==> src/rtl/squeeze_serializer.sv <==
// Squeeze-phase output serializer: accepts one squeezed rate block from the
// permute stage and emits it as OUT_WIDTH-bit words, MSB first, trimmed to
// the number of output bits still owed.

package keccak_pkg;
  localparam int unsigned RATE_SHAKE128     = 1344;
  localparam int unsigned RATE_SHAKE256     = 1088;
  localparam logic [1:0]  SHAKE128_MODE_VEC = 2'b10;
  localparam logic [1:0]  SHAKE256_MODE_VEC = 2'b11;
endpackage

module squeeze_serializer
  import keccak_pkg::*;
#(
  parameter int unsigned OUT_WIDTH = 64
) (
  input  logic                     clk,
  input  logic                     rst,
  input  logic                     block_valid_in,
  output logic                     block_ready_out,
  input  logic [RATE_SHAKE128-1:0] rate_input,
  input  logic [1:0]               operation_mode_in,
  input  logic [31:0]              output_size_in,
  input  logic                     last_block_in,
  output logic [OUT_WIDTH-1:0]     data_out,
  output logic                     data_valid_out,
  input  logic                     data_ready_in,
  output logic                     data_last_out,
  output logic                     done
);

  localparam int unsigned SHIFT  = $clog2(OUT_WIDTH);
  localparam int unsigned BITS_W = 11;   // holds up to RATE_SHAKE128
  localparam int unsigned CNT_W  = 6;    // holds up to RATE_SHAKE128/32

  typedef enum logic {
    IDLE,
    STREAM
  } state_t;

  state_t                   state_q, state_d;
  logic [RATE_SHAKE128-1:0] shreg_q, shreg_d;
  logic [CNT_W-1:0]         cnt_q, cnt_d;
  logic [BITS_W-1:0]        rem_q, rem_d;
  logic                     last_q, last_d;
  logic                     done_q, done_d;

  // Block-side decode
  logic                     mode_128;
  logic                     mode_256;
  logic                     mode_ok;
  logic [31:0]              rate_bits;
  logic                     size_fits;
  logic [BITS_W-1:0]        eff_bits;
  logic [CNT_W-1:0]         words;
  logic [RATE_SHAKE128-1:0] rate_aligned;

  // Word-side decode
  logic [OUT_WIDTH-1:0]     top_word;
  logic [OUT_WIDTH-1:0]     word_mask;

  // Decode the offered block: rate by mode, bits actually owed, word count.
  always_comb begin
    mode_128  = (operation_mode_in == SHAKE128_MODE_VEC);
    mode_256  = (operation_mode_in == SHAKE256_MODE_VEC);
    mode_ok   = mode_128 | mode_256;
    rate_bits = mode_256 ? 32'(RATE_SHAKE256) : 32'(RATE_SHAKE128);
    size_fits = (output_size_in <= rate_bits);
    eff_bits  = size_fits ? output_size_in[BITS_W-1:0] : rate_bits[BITS_W-1:0];
    words     = CNT_W'((eff_bits + BITS_W'(OUT_WIDTH - 1)) >> SHIFT);
    // SHAKE256 uses only the upper part of the rate; zero the unused tail
    rate_aligned = mode_256
      ? {rate_input[RATE_SHAKE128-1 -: RATE_SHAKE256],
         {(RATE_SHAKE128 - RATE_SHAKE256){1'b0}}}
      : rate_input;
  end

  // Current output word, with bits beyond the owed count forced to zero.
  always_comb begin
    top_word  = shreg_q[RATE_SHAKE128-1 -: OUT_WIDTH];
    word_mask = (rem_q < BITS_W'(OUT_WIDTH)) ? ~({OUT_WIDTH{1'b1}} >> rem_q)
                                             : '1;
  end

  // Next-state and handshake outputs.
  always_comb begin
    state_d         = state_q;
    shreg_d         = shreg_q;
    cnt_d           = cnt_q;
    rem_d           = rem_q;
    last_d          = last_q;
    done_d          = 1'b0;
    block_ready_out = 1'b0;
    data_valid_out  = 1'b0;
    data_out        = '0;
    data_last_out   = 1'b0;

    unique case (state_q)
      IDLE: begin
        block_ready_out = 1'b1;
        if (block_valid_in) begin
          if (mode_ok && (words != '0)) begin
            shreg_d = rate_aligned;
            cnt_d   = words;
            rem_d   = eff_bits;
            last_d  = last_block_in | size_fits;
            state_d = STREAM;
          end else begin
            // Nothing to emit: block is swallowed, completion still reported
            done_d = last_block_in;
          end
        end
      end

      STREAM: begin
        data_valid_out = 1'b1;
        data_out       = top_word & word_mask;
        data_last_out  = (cnt_q == CNT_W'(1)) & last_q;
        if (data_ready_in) begin
          shreg_d = shreg_q << OUT_WIDTH;
          cnt_d   = cnt_q - CNT_W'(1);
          rem_d   = (rem_q > BITS_W'(OUT_WIDTH)) ? rem_q - BITS_W'(OUT_WIDTH)
                                                 : '0;
          if (cnt_q == CNT_W'(1)) begin
            state_d = IDLE;
            done_d  = last_q;
          end
        end
      end

      default: state_d = IDLE;
    endcase
  end

  // State registers with synchronous reset.
  always_ff @(posedge clk) begin
    if (rst) begin
      state_q <= IDLE;
      shreg_q <= '0;
      cnt_q   <= '0;
      rem_q   <= '0;
      last_q  <= 1'b0;
      done_q  <= 1'b0;
    end else begin
      state_q <= state_d;
      shreg_q <= shreg_d;
      cnt_q   <= cnt_d;
      rem_q   <= rem_d;
      last_q  <= last_d;
      done_q  <= done_d;
    end
  end

  assign done = done_q;

endmodule

==> config.mk <==
export PLATFORM = sky130hd
export DESIGN_NAME = squeeze_serializer
export DESIGN_NICKNAME = d
export VERILOG_FILES = /design/src/rtl/squeeze_serializer.sv
export SDC_FILE = /design/constraint.sdc
export NUM_CORES = 2
export LEC_CHECK = 0
export BUFFER_PORTS_ARGS = -buffer_cell sky130_fd_sc_hd__buf_2
export CORE_AREA = 2 2 569 571
export CTS_BUF_LIST = sky130_fd_sc_hd__clkbuf_4
export CTS_CLUSTER_DIAMETER = 40
export CTS_CLUSTER_SIZE = 30
export DETAILED_ROUTE_END_ITERATION = 7
export DIE_AREA = 0 0 571 573
export SLEW_MARGIN = 0
export SYNTH_ARGS = -nofsm -noshare
export SYNTH_HDL_FRONTEND = slang
export SYNTH_SLANG_ARGS = --single-unit
==> constraint.sdc <==
create_clock -name clk -period 2.8 [get_ports clk]
set_clock_uncertainty 0.15 [all_clocks]
set_input_delay 0.28 -clock clk [delete_from_list [all_inputs] [get_ports clk]]
set_output_delay 0.28 -clock clk [all_outputs]
set_load 0.02 [all_outputs]
==> impl_metrics.ini, run 1 <==
[yosys]
synth.net_count = 7958
synthFlopType = dfxtp_1
ys.warnings.count = 0
async_flop_share = 0
synth_cells = 6571
synth-edff-count = 0
synth.distinct_cells = 56
ys_seq_elements = 1364
syn_area_per_cell_um2 = 10.1
syn_area_um2 = 66700
ys_seq_area_frac = 0.410

[placed_design]
gp_congestion = 0.911
pre_cts_ws_ns = 0.0467
dp_hpwl_um = 250000
portBuffers = 1450
dp_cells = 12000

[die]
rows = 208
die_y_um = 573
ios = 1451
die_x_um = 571
initial_core_util = 0.208

[clocking]
post-cts-setup-buffer-count = 21
hold_buffers = 2504
cts-root-buf = clkbuf_4
cts_buffer_depth = 4
cts_resized = 239
clock_sinks = 1364
cts_buffers = 245
h-tree-depth = 4

[status]
lastStage = clock tree synthesis (4_1_cts)
status = stopped before the end
error = [ERROR RSZ-0060] Max buffer count reached.
stage by stage:
step | hold WS (ns) | cell area [µm²]
floorplan | 0.267 | 66700
global placement | 0.306 | 79600
detailed placement | 0.309 | 79600
cells by family after synthesis:
group	count (synthesis)	synth area share
AOI/OAI and AO/OA	1453	0.241
xor gates and xnor gates	7	0.000919
adders and majority gates	5	0.000919
buffers and inverters	685	0.0545
DFF	1364	0.410
muxes	1088	0.163
and+or+nand+nor	1969	0.130
cell usage after synthesis, drive strengths merged (3+ instances only):
| library cell | n | share of area |
|---|---|---|
| o211a | 8 | 0.0012 |
| nor3 | 203 | 0.015 |
| and3 | 212 | 0.020 |
| o311a | 6 | 0.00090 |
| or2 | 4 | 0.00038 |
| and2 | 6 | 0.00056 |
| nor2b | 3 | 0.00028 |
| ha | 4 | 0.00075 |
| xor2 | 3 | 0.00039 |
| clkbuf | 432 | 0.024 |
| nand3b | 64 | 0.0072 |
| nor4 | 10 | 0.0014 |
| a211oi | 1284 | 0.23 |
| a21oi | 111 | 0.0083 |
| nor2 | 1318 | 0.074 |
| a31oi | 10 | 0.00094 |
| xnor2 | 4 | 0.00053 |
| inv | 12 | 0.00068 |
| dfxtp | 1364 | 0.41 |
| mux2i | 1088 | 0.16 |
| nand2 | 62 | 0.0035 |
| buf | 241 | 0.029 |
| o21ai | 14 | 0.0011 |
| nand3 | 77 | 0.0059 |
==> run 2: changes to the inputs <==
Settings changed: CTS_BUF_LIST sky130_fd_sc_hd__clkbuf_4 to not set, CTS_CLUSTER_DIAMETER 40 to not set, CTS_CLUSTER_SIZE 30 to not set, PLACE_DENSITY_LB_ADDON set to 0.15.
==> run 2 against run 1 <==
Effect of this change: the flow now finishes, with violations (setup timing); synthesized area did not move; synthesized cell count stayed put.
==> impl_metrics.ini, run 2 <==
[yosys]
synth-edff-count = 0
ys_seq_area_frac = 0.410
syn_area_per_cell_um2 = 10.1
yosys.area.top_type = dfxtp_1
synth.top_cell.area_share = 0.410
synth.net_count = 7958
synthTopCellsByCount = dfxtp_1, nor2_1, a211oi_2
synthFlopType = dfxtp_1
synth.distinct_cells = 56
ys.warnings.count = 0
async_flop_share = 0
synth_area_leaders = dfxtp_1, a211oi_2, mux2i_1
syn_area_um2 = 66700
ys_seq_elements = 1364
synth_cells = 6571
yosysMostFrequentCell = dfxtp_1

[layout]
utilization = 0.313
nFillCells = 33600
reg_top3 = shreg_q: 1344 flops, rem_q: 11 flops, cnt_q: 6 flops
largest_reg_flops = 1344
register_area_um2 = 27300
multiInputGateArea_um2 = 36200
drive_gt1_frac = 0.342
layout_commonest_cell = buf_2
nets = 10600
final_cell_mix = buf_2, dlygate4sd3_1, dfxtp_1, nor2_1, a211oi_2
area_growth_pct = 50.3
regMostFlops = shreg_q

[sta]
finalSetupViolations = 62
fmax_ghz = 0.309
min_period_over_period = 1.16
post-route-min-period_ns = 3.24
slew_viol_final = 0
hold_violations = 0
worst_slew_pin_slew_ns = 0.973
slew_headroom = 0.352
grt_setup_unrepaired = yes
setup_ws_ns = -0.440

[critical_path]
crit_fanout = 13
r2r-start = rem_q[10]
path_class = reg -> out
reg2reg_depth = 12
reg2reg_to = rem_q[2]
crit_path_end_kind = output port
startpoint_type = flip-flop
worstPathArrival_ns = 2.81
cp_data_required_time_ns = 2.37
worst-path-buf-inv = 2
cp_slowest_cell = or4_4
crit_family = simple AND/OR/NAND/NOR gates
worst_path_most_repeated_cell = nor2_2
worstPathCellList = or4_4 -> buf_8 -> nor2_2 -> nand2_2 -> nor2_2 -> o22ai_1 -> and3_2 -> buf_2
critPathMaxStageDelay_ns = 0.57
ff2ff_setup_slack_ns = 0.10

[clocking]
clk_pin_slew_ns = 0.06
cts-root-buf = clkbuf_16
cts_buffers = 179
cts_buffer_depth = 4
clock_sinks = 1364
h-tree-depth = 4
clk_latency_ns = 0.85
cts_tree = yes

[routing]
vias = 61000
post_drt_via_cell_ratio = 4.42
first_iter_violations = 3442
ant_nets = 0
drcViolationCount = 0
wl_per_cell_um = 24.2
first_pass_iters = 7
wl_um = 334000

[die]
die_y_um = 573
core-area_um2 = 320000
rows = 208
die_x_um = 571
dieArea_um2 = 327000
ios = 1451
initial_core_util = 0.208

[min_path]
hold_class = in -> reg
hold_end = shreg_q[56]
min_path_cells = 4
min_from = rate_input[56]

[power]
p_leak_nw = 37.4
ir_drop_mv = 0.427
p_sw_frac = 0.310
combPwrFrac = 0.220
p_int_mw = 41.2
power_frac_seq = 0.384
p_clk_frac = 0.397
power_density_nw_per_um2 = 595
p_sw_mw = 18.5

[placed_design]
gp_congestion = 0.878
portBuffers = 1450
pre_cts_ws_ns = 0.0438
dp_hpwl_um = 254000

[global_routing]
antenna_found_initial = 131
grt_max_degree = 112
grt_pass1_vias = 62400
overflow = 0
grt_pass1_wl_um = 462000
grt.total_usage = 0.194

[run]
cap_viol_max_count = 0

[status]
violations = setup timing
status = finished with violations
==> run 2: cell counts after synthesis <==
No cell type changed its count.
==> run 2: worst max-delay path by stage <==
stage,depth (start not counted),end,startpoint,slack (ns)
3_3_place_gp,9,shreg_q[406],output_size_in[31],0.08
2_1_floorplan,7,data_out[49],state_q,0.17
5_1_grt,8,data_out[19],rem_q[8],-0.54
4_1_cts,8,data_out[19],rem_q[10],-0.53
6_report,8,data_out[19],rem_q[8],-0.44
3_5_place_dp,9,shreg_q[611],output_size_in[31],0.04
==> run 2: tightest hold or removal path, delay by kind of cell <==
kind                   cells  cell delay (ns)
buffers and inverters      2             0.63
AND/OR/NAND/NOR            1             0.06
AO/OA/AOI/OAI              1             0.05
==> run 2: through the flow <==
step / std cells / setup TNS, ns / hold slack, ns / total power [mW] / cell area (µm²)
CTS: 13700 / -25.32 / 0.0156 / 60.3 / 99500
floorplan: 6571 / 0 / 0.267 / 29.9 / 66700
detailed placement: 11900 / 0 / 0.310 / 34.3 / 79000
finish: 13800 / -18.79 / 0.114 / 59.6 / 100000
global placement: 11900 / 0 / 0.307 / 34.1 / 79000
global route: 13800 / -25.95 / 0.0774 / 62.2 / 100000
==> run 2: area by class of cell <==
cell class / instances / area share
repair buffers: 3162 / 0.250
multi-input cells: 4522 / 0.361
flip-flops and latches: 1364 / 0.273
clock buffers: 265 / 0.0526
diodes: 108 / 0.00270
clock inverters: 52 / 0.00622
well taps: 4305 / 0.0538
inverters: 12 / 0.000499
==> run 2: cell families (layout without fill, tap and decap cells) <==
family	Yosys count	count (layout)	share of synthesized area
AOI/OAI and AO/OA	1453	1453	0.241
xor gates and xnor gates	7	7	0.000919
adders and majority gates	5	5	0.000919
buffers and inverters	685	3491	0.0545
DFF	1364	1364	0.410
muxes	1088	1088	0.163
other	0	108	0
and+or+nand+nor	1969	1969	0.130
==> run 2: per-layer routing <==
layer,vias up,global-route usage,share of wire
met4,40,0.0494,0.026
li1,29400,-,-
met1,29400,0.260,0.46
met3,436,0.0320,0.049
met5,-,0,0.00071
met2,1734,0.320,0.46
==> run 2: power groups by stage <==
stage               Combinational [mW]  Sequential (mW)  Clock [mW]
floorplan                         7.53             22.3           0
global placement                  10.8             23.3           0
detailed placement                11.0             23.3           0
CTS                               13.0             22.9        24.4
global route                      14.1             23.1        25.1
finish                            13.1             22.9        23.7
==> run 2: timing repair <==
item	CTS	global route
setup buffers	11	12
hold buffers	1408	0
gates resized for setup	102	95
pin swaps	13	16
gates cloned	3	2
hold endpoints to repair	1364	0
setup endpoints to repair	65	85
No activity file was read; power rests on OpenSTA's default activity.
